File: src/rtl/ps2_pad_ctrl.sv
// Host-side PS2 gamepad poller: bit-bangs ATT/CLK/CMD, shifts in a 9-byte reply
// at a fixed frame rate and publishes ID, buttons and stick bytes on good frames.
module ps2_pad_ctrl #(
  parameter int CLK_FRE     = 50,
  parameter int PS2_CLK_KHZ = 250,
  parameter int BYTE_GAP_US = 16,
  parameter int POLL_FRE    = 100
) (
  input  logic       i_sys_clk,
  input  logic       i_rst_n,
  input  logic       i_ps2_dat,
  output logic       o_ps2_cmd,
  output logic       o_ps2_att,
  output logic       o_ps2_clk,
  output logic       o_PS2_data_valid,
  output logic [15:0] o_PS2_key,
  output logic [7:0] o_PS2_RX,
  output logic [7:0] o_PS2_RY,
  output logic [7:0] o_PS2_LX,
  output logic [7:0] o_PS2_LY,
  output logic [7:0] o_PS2_ID
);

  localparam int HALF_CNT = CLK_FRE * 1000 / (2 * PS2_CLK_KHZ);
  localparam int GAP_CNT  = CLK_FRE * BYTE_GAP_US;
  localparam int POLL_CNT = CLK_FRE * 1000000 / POLL_FRE;
  localparam int CNT_MAX  = (HALF_CNT > GAP_CNT) ? HALF_CNT : GAP_CNT;
  localparam int CW       = $clog2(CNT_MAX + 1);
  localparam int PW       = $clog2(POLL_CNT);

  localparam logic [CW-1:0] HALF_LAST = CW'(HALF_CNT - 1);
  localparam logic [CW-1:0] GAP_LAST  = CW'(GAP_CNT - 1);
  localparam logic [PW-1:0] POLL_LAST = PW'(POLL_CNT - 1);

  typedef enum logic [2:0] {S_IDLE, S_SETUP, S_BIT_LO, S_BIT_HI, S_GAP, S_DONE} state_t;

  function automatic logic [7:0] cmd_of(input logic [3:0] idx);
    case (idx)
      4'd0:    cmd_of = 8'h01;
      4'd1:    cmd_of = 8'h42;
      default: cmd_of = 8'h00;
    endcase
  endfunction

  state_t         state_q;
  logic [CW-1:0]  cnt_q;
  logic [PW-1:0]  poll_q;
  logic [2:0]     bit_cnt_q;
  logic [3:0]     byte_cnt_q;
  logic [7:0]     rx_byte_q;
  logic [8:1][7:0] b_q;
  logic           dat_s1_q, dat_s2_q;
  logic           att_q, clk_q, cmd_q, valid_q;
  logic [15:0]    key_q;
  logic [7:0]     rx_q, ry_q, lx_q, ly_q, id_q;

  logic           poll_wrap_d, good_d;
  logic [7:0]     cur_cmd_d, nxt_cmd_d;

  always_comb begin
    poll_wrap_d = (poll_q == POLL_LAST);
    cur_cmd_d   = cmd_of(byte_cnt_q);
    nxt_cmd_d   = cmd_of(byte_cnt_q + 4'd1);
    good_d      = (b_q[2] == 8'h5A) && ((b_q[1] == 8'h41) || (b_q[1] == 8'h73));
  end

  always_ff @(posedge i_sys_clk) begin
    if (!i_rst_n) begin
      dat_s1_q <= 1'b1;
      dat_s2_q <= 1'b1;
      poll_q   <= POLL_LAST;
    end else begin
      dat_s1_q <= i_ps2_dat;
      dat_s2_q <= dat_s1_q;
      poll_q   <= poll_wrap_d ? '0 : poll_q + PW'(1);
    end
  end

  always_ff @(posedge i_sys_clk) begin
    if (!i_rst_n) begin
      state_q    <= S_IDLE;
      cnt_q      <= '0;
      bit_cnt_q  <= '0;
      byte_cnt_q <= '0;
      rx_byte_q  <= 8'h00;
      b_q        <= '0;
      att_q      <= 1'b1;
      clk_q      <= 1'b1;
      cmd_q      <= 1'b1;
      valid_q    <= 1'b0;
      key_q      <= 16'h0000;
      rx_q       <= 8'd128;
      ry_q       <= 8'd128;
      lx_q       <= 8'd128;
      ly_q       <= 8'd128;
      id_q       <= 8'h00;
    end else begin
      case (state_q)
        S_IDLE: begin
          att_q      <= 1'b1;
          clk_q      <= 1'b1;
          cmd_q      <= 1'b1;
          cnt_q      <= '0;
          bit_cnt_q  <= '0;
          byte_cnt_q <= '0;
          if (poll_wrap_d) begin
            att_q   <= 1'b0;
            state_q <= S_SETUP;
          end
        end
        S_SETUP: begin
          cnt_q <= cnt_q + CW'(1);
          if (cnt_q == HALF_LAST) begin
            cnt_q   <= '0;
            clk_q   <= 1'b0;
            cmd_q   <= cur_cmd_d[bit_cnt_q];
            state_q <= S_BIT_LO;
          end
        end
        S_BIT_LO: begin
          cnt_q <= cnt_q + CW'(1);
          if (cnt_q == HALF_LAST) begin
            cnt_q   <= '0;
            clk_q   <= 1'b1;
            state_q <= S_BIT_HI;
          end
        end
        S_BIT_HI: begin
          cnt_q <= cnt_q + CW'(1);
          if (cnt_q == HALF_LAST) begin
            cnt_q                <= '0;
            rx_byte_q[bit_cnt_q] <= dat_s2_q;
            if (bit_cnt_q == 3'd7) begin
              cmd_q   <= 1'b1;
              state_q <= S_GAP;
            end else begin
              bit_cnt_q <= bit_cnt_q + 3'd1;
              clk_q     <= 1'b0;
              cmd_q     <= cur_cmd_d[bit_cnt_q + 3'd1];
              state_q   <= S_BIT_LO;
            end
          end
        end
        S_GAP: begin
          cnt_q <= cnt_q + CW'(1);
          if (cnt_q == GAP_LAST) begin
            cnt_q <= '0;
            // Byte 0 of the reply is filler and never inspected.
            if (byte_cnt_q != 4'd0) b_q[byte_cnt_q] <= rx_byte_q;
            if (byte_cnt_q == 4'd8) begin
              state_q <= S_DONE;
            end else begin
              byte_cnt_q <= byte_cnt_q + 4'd1;
              bit_cnt_q  <= '0;
              clk_q      <= 1'b0;
              cmd_q      <= nxt_cmd_d[0];
              state_q    <= S_BIT_LO;
            end
          end
        end
        S_DONE: begin
          att_q   <= 1'b1;
          state_q <= S_IDLE;
          if (good_d) begin
            valid_q <= 1'b1;
            id_q    <= b_q[1];
            key_q   <= {~b_q[4], ~b_q[3]};
            // Digital mode carries no analog data; park sticks at centre.
            if (b_q[1] == 8'h73) begin
              rx_q <= b_q[5];
              ry_q <= b_q[6];
              lx_q <= b_q[7];
              ly_q <= b_q[8];
            end else begin
              rx_q <= 8'd128;
              ry_q <= 8'd128;
              lx_q <= 8'd128;
              ly_q <= 8'd128;
            end
          end else begin
            valid_q <= 1'b0;
          end
        end
        default: state_q <= S_IDLE;
      endcase
    end
  end

  assign o_ps2_cmd        = cmd_q;
  assign o_ps2_att        = att_q;
  assign o_ps2_clk        = clk_q;
  assign o_PS2_data_valid = valid_q;
  assign o_PS2_key        = key_q;
  assign o_PS2_RX         = rx_q;
  assign o_PS2_RY         = ry_q;
  assign o_PS2_LX         = lx_q;
  assign o_PS2_LY         = ly_q;
  assign o_PS2_ID         = id_q;

endmodule

File: config.mk
export PLATFORM = sky130hd
export DESIGN_NAME = ps2_pad_ctrl
export DESIGN_NICKNAME = d
export VERILOG_FILES = /design/src/rtl/ps2_pad_ctrl.sv
export SDC_FILE = /design/constraint.sdc
export NUM_CORES = 1
export LEC_CHECK = 0
export CAP_MARGIN = 0
export CORE_MARGIN = 2
export CORE_UTILIZATION = 45
export DETAILED_ROUTE_END_ITERATION = 10
export PLACE_DENSITY = 0.66
export SYNTH_ARGS = -nofsm -noshare
export SYNTH_HDL_FRONTEND = slang
export SYNTH_SLANG_ARGS = --single-unit
export TNS_END_PERCENT = 50
File: constraint.sdc
create_clock -name i_sys_clk -period 2.78 [get_ports i_sys_clk]
set_clock_uncertainty 0.05 [all_clocks]
set_input_delay 0.834 -clock i_sys_clk [delete_from_list [all_inputs] [get_ports i_sys_clk]]
set_output_delay 0.834 -clock i_sys_clk [all_outputs]
set_load 0.01 [all_outputs]
==> results.md, run 1 <==
* WL final at 16.1 mm
* Hold Slack at 0.378 ns
* DP HPWL at 10.3 mm
* FMAX at 397 MHz
* Worst-margin pin slew at 0.835 ns
* Fin Setup TNS at 0 ns
* Mean Syn Cell Area at 8.33 um2
* Worst setup SP type: flip-flop
* Synth Register Bits at 173
* Crit path required time at 3.09 ns
* Worst-path clk slew at 0.07 ns
* Max IR drop VDD at 0.000422 V
* Num CTS Buffers at 17
* Width of the die at 129 um
* Largest net degree at the start of global routing at 48
* Via count at 5873
* Drt pass-1 iters at 4
* Top Family by Delay on Critical Path: simple AND/OR/NAND/NOR gates
* Number of remaining DRC errors at 0
* Worst Path Buf+Inv at 1
* Antenna violations before repair at 0
* Cell Pwr Density at 663 nW/um2
* Count leader, synth: dfxtp_1
* ANT cells at 0
* Io pins at 63
* # Post-CTS Setup Buffers at 0
* Worst Setup End Kind: flip-flop
* Number of global-route vias before repair at 5139
* Bufs on Longest Clock Path at 2
* Period minus WS final at 2.52 ns
* FILL cells at 1422
* FP Rows at 45
* Final Util at 0.552
* Synth Warn # at 0
* Pins over their slew limit at 0
* Sequential share of power at 0.487
* P_int at 0.00413 W
* Slowest CP cell: or4_1
* EDFF count, synth at 0
* Async SR Flop Fraction at 0
* First-pass GRT wire length at 26.4 mm
* Synth cell types at 57
* CTS tree: done
* Design area at 8420 um2
* Critical Path Max Stage Delay at 0.47 ns
* Power share of the combinational group at 0.110
* Cts hold-fix bufs at 0
* FF-to-FF setup slack at 0.26 ns
* Latest clock arrival within the worst-skew pair at 0.42 ns
* Port Buf Inserts at 62
* Max cap viols at 0
* Root buffer cell: clkbuf_16
* Post-synth top area share at 0.490
* GPL Wtd Cong at 0.846
* Post-Syn Area at 7070 um2
* Clock power share at 0.402
* Worst path cell trace: inv_1 > ha_1 > and3b_1 > o41ai_4 > nand2_2 > or4_1 > a21oi_1
* Top FF cell, synth: dfxtp_1
* Synth cell count leaders: dfxtp_1, nand2_1, nor2_1, a21oi_1, clkbuf_1
* DR WL/cell at 14.5 um
* Area Overhead vs Synth at 19.1%
* Tcrit/Tclk final at 0.905
* Top cells by area, synth: dfxtp_1, nand2_1, a21oi_1, nor2_1, a22oi_1
* Cts repair resizes at 0
* CTS H-tree lvls at 4
* Via-to-Cell Ratio at 5.30
* RSZ-0062 raised after global routing: false
* Full die area at 16700 um2
* Final-report hold violation count at 0
* Starting Density at 0.463
* Synth area leader: dfxtp_1
* Worst setup margin at 0.263 ns
* DRT antenna net count at 0
* Fin nets at 898
* Arrival time at the worst endpoint at 2.82 ns
* Placed inst area at 7870 um2
* Pre-CTS setup slack at 0.291 ns
* DR iter-0 viols at 408
* Sw Ratio at 0.261
* Final setup vio count at 0
* Post-synthesis sequential area ratio at 0.490
* Status: finished, final reports clean
* Die height at 129 um
* Net count of the mapped netlist at 860
* Core area at 15300 um2
* Crit Path Max Fanout at 11
* Instance count of the mapped netlist at 848
* Total track usage at 0.198
* Global route total overflow at 0
* Lkg Pwr at 2.93 nW
* Max-slew headroom at 0.438
* CTS Sinks at 173
* Setup CP Type: flip-flop to flip-flop
* Share of layout cells above drive strength 1 at 0.0635
* Hold Crit Class: flip-flop to flip-flop
* Psw at 0.00146 W
[final timing paths]
path	start	endpoint	depth (start not counted)
worst min-delay path	dat_s1_q$_SDFF_PN1_	dat_s2_q$_SDFF_PN1_	1
worst max-delay path	byte_cnt_q[0]$_SDFFE_PN0P_	byte_cnt_q[3]$_SDFFE_PN0P_	7
worst max register to register	byte_cnt_q[0]$_SDFFE_PN0P_	byte_cnt_q[3]$_SDFFE_PN0P_	7
worst min register to register	dat_s1_q$_SDFF_PN1_	dat_s2_q$_SDFF_PN1_	1
[metrics by stage]
step | total power, W | std cells
after floorplan | 0.00322 | 848
after global placement | 0.00339 | 1078
after detailed placement | 0.00340 | 1078
after CTS | 0.00564 | 1109
after global routing | 0.00586 | 1109
final | 0.00558 | 1109
[layout make-up]
class,instances,area (um2),area share
flip-flops and latches,173,3460,0.411
clock buffers,20,447,0.0531
well taps,211,264,0.0314
clock inverters,11,106,0.0126
repair buffers,81,788,0.0936
inverters,9,36.3,0.00431
multi-input cells,604,3310,0.394
[cell families after synthesis]
family	after synthesis	synth area share
AOI/OAI and AO/OA	187	0.164
xor gates and xnor gates	13	0.0161
adders and majority gates	9	0.0159
buffers and inverters	71	0.0411
DFF	173	0.490
muxes	13	0.0186
and+or+nand+nor	382	0.254
[power groups by stage]
stage          clock (W)  combinational, W  sequential (W)
3_5_place_dp           0          0.000621         0.00277
5_1_grt          0.00241          0.000707         0.00274
3_3_place_gp           0          0.000614         0.00277
6_report         0.00225          0.000615         0.00272
4_1_cts          0.00229          0.000626         0.00272
2_1_floorplan          0          0.000484         0.00273
[metal layers]
metal,part of all wire,vias up,GRT usage
met2,0.44,117,0.289
met3,0.042,18,0.0396
li1,-,3021,-
met4,0.013,0,0.0607
met5,0,-,0
met1,0.51,2717,0.294
[worst reg2reg max path: cells and delay by family (launching register included)]
family | cells | cell delay [ns]
AND/OR/NAND/NOR | 3 | 0.94
AO/OA/AOI/OAI | 2 | 0.60
flip-flops | 1 | 0.44
adder cells (fa/ha/maj) | 1 | 0.29
buffers and inverters | 1 | 0.12
[state kept, by name, summed over array words and instances, names as in the netlist, 3 cells and up]
name	cells
rx_byte_q	8
byte_cnt_q	4
state_q	3
cnt_q	10
o_PS2_LX	8
bit_cnt_q	3
o_PS2_LY	8
o_PS2_ID	8
o_PS2_RX	8
poll_q	19
b_q	64
o_PS2_RY	8
o_PS2_key	16
[cells in the final DEF, fill, tap and decap left out, types with 3 or more instances in the layout]
master,netlist,routed
a211oi_1,16,16
a21oi_1,87,87
a22oi_1,32,32
a31oi_1,7,7
and2_1,4,4
and3_1,16,16
and4_1,3,3
buf_4,0,17
clkbuf_16,0,17
clkdlybuf4s50_1,0,62
clkinv_2,0,3
dfxtp_1,173,173
ha_1,9,9
inv_1,8,7
inv_6,0,3
mux2i_1,12,12
nand2_1,163,163
nand2b_1,7,7
nand3_1,34,34
nand3b_1,5,5
nand4_1,10,10
nor2_1,93,93
nor2b_1,7,7
nor3_1,10,10
nor4b_1,7,7
o211ai_1,6,6
o21ai_0,22,22
o311ai_0,4,4
or3_1,3,3
xnor2_1,5,5
xor2_1,8,8
(Power assumes the default switching activity.)
==> run 2, diff against run 1 <==
--- a/config.mk
+++ b/config.mk
@@ -7,9 +7,9 @@
 export LEC_CHECK = 0
 export CAP_MARGIN = 0
 export CORE_MARGIN = 2
-export CORE_UTILIZATION = 45
+export CORE_UTILIZATION = 30
 export DETAILED_ROUTE_END_ITERATION = 10
-export PLACE_DENSITY = 0.66
+export PLACE_DENSITY = 0.5
 export SYNTH_ARGS = -nofsm -noshare
 export SYNTH_HDL_FRONTEND = slang
 export SYNTH_SLANG_ARGS = --single-unit
==> run 2 against run 1 <==
Against the previous run: worst hold slack worse by 0.0093 ns; wire length is 11% higher; maximum frequency grew 6.4%; critical path depth is the same; sequential power is essentially flat; flip-flop and latch count is the same; combinational power grew 1%; die area increased by 48%; final area is 2.1% higher; global-route usage down 5.1 points; utilization down 18 points.
==> results.md, run 2 (synthesis results as in run 1) <==
* Antenna violations before repair at 0 (unchanged)
* Arrival time at the worst endpoint at 2.67 ns (-0.15 ns)
* Core area at 23300 um2 (+53%)
* Sw Ratio at 0.271 (+0.0100)
* Die height at 157 um (+22%)
* P_int at 0.00411 W (-0.29%)
* Lkg Pwr at 2.95 nW (+0.92%)
* Tcrit/Tclk final at 0.850 (-0.0548)
* Total track usage at 0.147 (-0.0508)
* R2R Path End: byte_cnt_q[3]$_SDFFE_PN0P_
* Crit path capture: byte_cnt_q[3]$_SDFFE_PN0P_
* ANT cells at 0 (unchanged)
* Max-slew headroom at 0.448 (+0.00921)
* Final-report hold violation count at 0 (unchanged)
* Number of global-route vias before repair at 5484 (+6.7%)
* Sequential share of power at 0.482 (-0.005)
* DR WL/cell at 14.6 um (+0.67%)
* FMAX at 423 MHz (+6.4%)
* FF-to-FF Start: byte_cnt_q[0]$_SDFFE_PN0P_
* Crit path required time at 3.09 ns (about the same)
* DR iter-0 viols at 318 (-22%)
* Psw at 0.00153 W (+5.0%)
* RSZ-0062 raised after global routing: false
* Drt pass-1 iters at 4 (unchanged)
* Cts hold-fix bufs at 0 (unchanged)
* WL final at 17.8 mm (+11%)
* Full die area at 24800 um2 (+48%)
* Largest net degree at the start of global routing at 77 (+60%)
* Setup CP Type: flip-flop to flip-flop
* Number of remaining DRC errors at 0 (unchanged)
* Max reg flops at 64 (unchanged)
* FP Rows at 56 (+24%)
* Total power at 0.00564 W (+1.1%)
* Worst-margin pin slew at 0.821 ns (-0.0137 ns)
* Latest clock arrival within the worst-skew pair at 0.43 ns (about the same)
* Register Area at 3460 um2 (unchanged)
* FF-to-FF setup slack at 0.42 ns (+0.15 ns)
* Fin nets at 900 (+0.22%)
* Commonest non-fill, non-tap cell in the layout: dfxtp_1
* CTS tree: done
* Clock power share at 0.408 (+0.006)
* Commonest cells after routing, fill and taps aside: dfxtp_1, nand2_1, nor2_1
* Pre-CTS setup slack at 0.441 ns (+0.150 ns)
* Placed inst area at 8030 um2 (+2.1%)
* Num CTS Buffers at 17 (unchanged)
* # Post-CTS Setup Buffers at 0 (unchanged)
* Status: finished, final reports clean
* Cell Pwr Density at 657 nW/um2 (-0.96%)
* Worst setup margin at 0.416 ns (+0.152 ns)
* Starting Density at 0.303 (-0.160)
* Share of layout cells above drive strength 1 at 0.0677 (+0.00423)
* Multi-input logic area at 3310 um2 (unchanged)
* Max IR drop VDD at 0.000331 V (-22%)
* Worst Setup End Kind: flip-flop
* First-pass GRT wire length at 28.9 mm (+9.6%)
* Pins over their slew limit at 0 (unchanged)
* FILL cells at 2426 (+71%)
* Power share of the combinational group at 0.110 (about the same)
* DRT antenna net count at 0 (unchanged)
* Worst setup SP type: flip-flop
* Most flop-heavy register: b_q
* Io pins at 63 (unchanged)
* DP HPWL at 11.5 mm (+11%)
* Period minus WS final at 2.36 ns (-0.152 ns)
* Width of the die at 157 um (+22%)
* Worst-path clk slew at 0.07 ns (about the same)
* Max cap viols at 0 (unchanged)
* CTS Sinks at 173 (unchanged)
* Final setup vio count at 0 (unchanged)
* Cts repair resizes at 0 (unchanged)
* CTS H-tree lvls at 4 (unchanged)
* Design area at 8590 um2 (+2.1%)
* Crit Path Max Fanout at 7 (-4)
* Worst r2r path cells at 7 (unchanged)
* GPL Wtd Cong at 0.749 (-11%)
* Via count at 5823 (-0.85%)
* Bufs on Longest Clock Path at 2 (unchanged)
* Root buffer cell: clkbuf_16
* Via-to-Cell Ratio at 4.77 (-9.9%)
* Area Overhead vs Synth at 21.6%
* Hold Crit Class: flip-flop to flip-flop
* Global route total overflow at 0 (unchanged)
* Fin Setup TNS at 0 ns (unchanged)
* Hold Slack at 0.368 ns (-0.00934 ns)
* Port Buf Inserts at 62 (unchanged)
* Critical path startpoint: byte_cnt_q[0]$_SDFFE_PN0P_
run 2: per-stage QoR:
stage / std cells / utilization
2_1_floorplan: 848 / -
3_3_place_gp: 1188 / 0.344
3_5_place_dp: 1188 / 0.344
4_1_cts: 1220 / 0.368
5_1_grt: 1220 / 0.368
6_report: 1220 / 0.368
run 2: layer usage:
| metal | vias to the layer above | part of all wire | track usage |
|---|---|---|---|
| li1 | 3024 | - | - |
| met1 | 2708 | 0.52 | 0.212 |
| met2 | 80 | 0.44 | 0.222 |
| met3 | 11 | 0.037 | 0.0270 |
| met4 | 0 | 0.0085 | 0.0429 |
| met5 | - | 0 | 0 |
run 2: worst max-delay path, stage by stage (launching register included):
cell	delay (ns)
dfxtp_1	0.45
inv_1	0.12
ha_1	0.30
and3b_1	0.23
o41ai_4	0.42
nand2_2	0.11
or4_1	0.47
a21oi_1	0.15
run 2: worst min path at each step:
stage	slack, ns	to	start	cells past startpoint
floorplan	0.34	dat_s2_q$_SDFF_PN1_	dat_s1_q$_SDFF_PN1_	1
global placement	0.35	dat_s2_q$_SDFF_PN1_	dat_s1_q$_SDFF_PN1_	1
detailed placement	0.36	dat_s2_q$_SDFF_PN1_	dat_s1_q$_SDFF_PN1_	1
CTS	0.38	dat_s2_q$_SDFF_PN1_	dat_s1_q$_SDFF_PN1_	1
global route	0.40	o_PS2_key[14]$_SDFFE_PN0P_	b_q[30]$_SDFFE_PN0P_	1
finish	0.37	dat_s2_q$_SDFF_PN1_	dat_s1_q$_SDFF_PN1_	1
run 2: layout make-up:
cell class,instances,area share
inverters,9,0.00422
clock inverters,14,0.0157
multi-input cells,604,0.386
repair buffers,83,0.0949
well taps,319,0.0465
flip-flops and latches,173,0.403
clock buffers,18,0.0499
run 2: power groups by stage:
stage / Sequential, W / Clock, W / Combinational (W)
finish: 0.00272 / 0.00230 / 0.000623
global route: 0.00274 / 0.00246 / 0.000734
global placement: 0.00277 / 0 / 0.000633
detailed placement: 0.00277 / 0 / 0.000636
floorplan: 0.00273 / 0 / 0.000484
CTS: 0.00272 / 0.00236 / 0.000639
==> run 3, diff against run 2 <==
--- a/config.mk
+++ b/config.mk
@@ -7,9 +7,10 @@
 export LEC_CHECK = 0
 export CAP_MARGIN = 0
 export CORE_MARGIN = 2
-export CORE_UTILIZATION = 30
+export CORE_UTILIZATION = 55
+export CTS_BUF_LIST = sky130_fd_sc_hd__clkbuf_16
 export DETAILED_ROUTE_END_ITERATION = 10
-export PLACE_DENSITY = 0.5
+export PLACE_DENSITY = 0.8
 export SYNTH_ARGS = -nofsm -noshare
 export SYNTH_HDL_FRONTEND = slang
 export SYNTH_SLANG_ARGS = --single-unit
==> run 3 against run 2 <==
Against the previous run: cell count is 13% lower; die area is 44% lower; setup slack worse by 0.035 ns; global-route usage is 7.7 points higher; utilization is 29 points higher; sequential power hardly changed; largest power group unchanged.
==> results.md, run 3 (synthesis results as in run 1) <==
* Port Buf Inserts at 62 (unchanged)
* Num CTS Buffers at 17 (unchanged)
* WL final at 15.2 mm (-14%)
* Starting Density at 0.562 (+0.259)
* Pins over their slew limit at 0 (unchanged)
* Status: finished, final reports clean
* Cts hold-fix bufs at 0 (unchanged)
* Drt pass-1 iters at 5 (+1)
* Area Overhead vs Synth at 17.5%
* Core area at 12600 um2 (-46%)
* Worst-path clk slew at 0.07 ns (about the same)
* Global route total overflow at 0 (unchanged)
* Fin Setup TNS at 0 ns (unchanged)
* Most flop-heavy register: b_q
* Bufs on Longest Clock Path at 2 (unchanged)
* Fin nets at 893 (-0.78%)
* ANT cells at 0 (unchanged)
* DR WL/cell at 14.3 um (-2.1%)
* Root buffer cell: clkbuf_16
* Final setup vio count at 0 (unchanged)
* CTS H-tree lvls at 4 (unchanged)
* Hold Crit Class: flip-flop to flip-flop
* CTS tree: done
* Crit Path Max Fanout at 9 (+2)
* Worst setup margin at 0.380 ns (-0.0353 ns)
* CTS Sinks at 173 (unchanged)
* RSZ-0062 raised after global routing: false
* Worst path cell trace: ha_1 > nor2b_1 > and3_1 > o31ai_1 > or3b_1 > a31oi_1
* DRT antenna net count at 0 (unchanged)
* Worst-margin pin slew at 0.918 ns (+0.0968 ns)
* Via count at 5887 (+1.1%)
* # Post-CTS Setup Buffers at 0 (unchanged)
* Setup CP Type: flip-flop to flip-flop
* Die height at 117 um (-25%)
* Final Util at 0.660 (+0.292)
* Pre-CTS setup slack at 0.397 ns (-0.0448 ns)
* Width of the die at 117 um (-25%)
* Max IR drop VDD at 0.000350 V (+5.6%)
* Via-to-Cell Ratio at 5.52 (+16%)
* Post-placement cell count at 1034 (-13%)
* Max reg flops at 64 (unchanged)
* Cell Pwr Density at 657 nW/um2 (about the same)
* DP HPWL at 10.0 mm (-12%)
* Number of global-route vias before repair at 5343 (-2.6%)
* FP Rows at 41 (-27%)
* Commonest cells after routing, fill and taps aside: dfxtp_1, nand2_1, nor2_1
* Latest clock arrival within the worst-skew pair at 0.43 ns (about the same)
* Worst setup SP type: flip-flop
* Final-report hold violation count at 0 (unchanged)
* Largest net degree at the start of global routing at 73 (-5.2%)
* Tcrit/Tclk final at 0.863 (+0.0127)
* Arrival time at the worst endpoint at 2.70 ns (+0.03 ns)
* Slowest CP cell: o31ai_1
* Crit path required time at 3.08 ns (about the same)
* Worst Setup End Kind: flip-flop
* Period minus WS final at 2.40 ns (+0.0353 ns)
* Lkg Pwr at 2.89 nW (-2.3%)
* Full die area at 13800 um2 (-44%)
* Antenna violations before repair at 0 (unchanged)
* First-pass GRT wire length at 25.7 mm (-11%)
* Max cap viols at 0 (unchanged)
* Cell Count, Final, Fillers Out at 1066 (-13%)
* Cts repair resizes at 0 (unchanged)
* Critical Path Max Stage Delay at 0.74 ns (+0.27 ns)
* Total track usage at 0.224 (+0.0771)
* Io pins at 63 (unchanged)
* Commonest non-fill, non-tap cell in the layout: dfxtp_1
* DR iter-0 viols at 523 (+64%)
* Number of remaining DRC errors at 0 (unchanged)
* Max-slew headroom at 0.383 (-0.0651)
* Share of layout cells above drive strength 1 at 0.0559 (-0.0118)
* GPL Wtd Cong at 0.874 (+17%)
* FMAX at 417 MHz (-1.5%)
## run 3: per-stage QoR
step                      area [um2]  hold slack [ns]  power (W)
after floorplan                 7070            0.336    0.00322
after global placement          7780            0.347    0.00337
final                           8300            0.381    0.00545
after CTS                       8300            0.382    0.00548
after detailed placement        7780            0.367    0.00339
after global routing            8300            0.388    0.00569
## run 3: path summary, 6_finish.rpt
path                          from                         to  slack [ns]  cells after the start
max reg2reg  cnt_q[0]$_SDFFE_PN0P_      cnt_q[9]$_SDFFE_PN0P_        0.38                      6
max          cnt_q[0]$_SDFFE_PN0P_      cnt_q[9]$_SDFFE_PN0P_        0.38                      6
min           b_q[18]$_SDFFE_PN0P_  o_PS2_key[2]$_SDFFE_PN0P_        0.38                      1
min reg2reg   b_q[18]$_SDFFE_PN0P_  o_PS2_key[2]$_SDFFE_PN0P_        0.38                      1
## run 3: where the power goes
part / switching [W] / internal, W
logic: 0.000351 / 0.000266
registers: 0.000127 / 0.00260
clock network: 0.000976 / 0.00113
total: 0.00145 / 0.00400
## run 3: per-layer routing
| layer | share of wire | wire length (um) | global-route usage | up-vias |
|---|---|---|---|---|
| met1 | 0.47 | 7210 | 0.308 | 2713 |
| met3 | 0.055 | 833 | 0.0496 | 18 |
| met4 | 0.014 | 216 | 0.0730 | 0 |
| met5 | 0 | 0 | 0 | - |
| met2 | 0.46 | 6950 | 0.351 | 154 |
| li1 | - | - | - | 3002 |
## run 3: area by class of cell
type | instances | area (um2)
clock buffers | 17 | 425
clock inverters | 15 | 96.3
inverters | 9 | 36.3
flip-flops and latches | 173 | 3460
multi-input cells | 604 | 3310
well taps | 172 | 215
fillers | 1076 | 4270
repair buffers | 76 | 751
## run 3: worst max-delay path: cells and delay by family, from the launching register on
kind / cells / cell delay (ns)
adder cells (fa/ha/maj): 1 / 0.28
AO/OA/AOI/OAI: 2 / 0.90
AND/OR/NAND/NOR: 3 / 0.76
flip-flops: 1 / 0.34
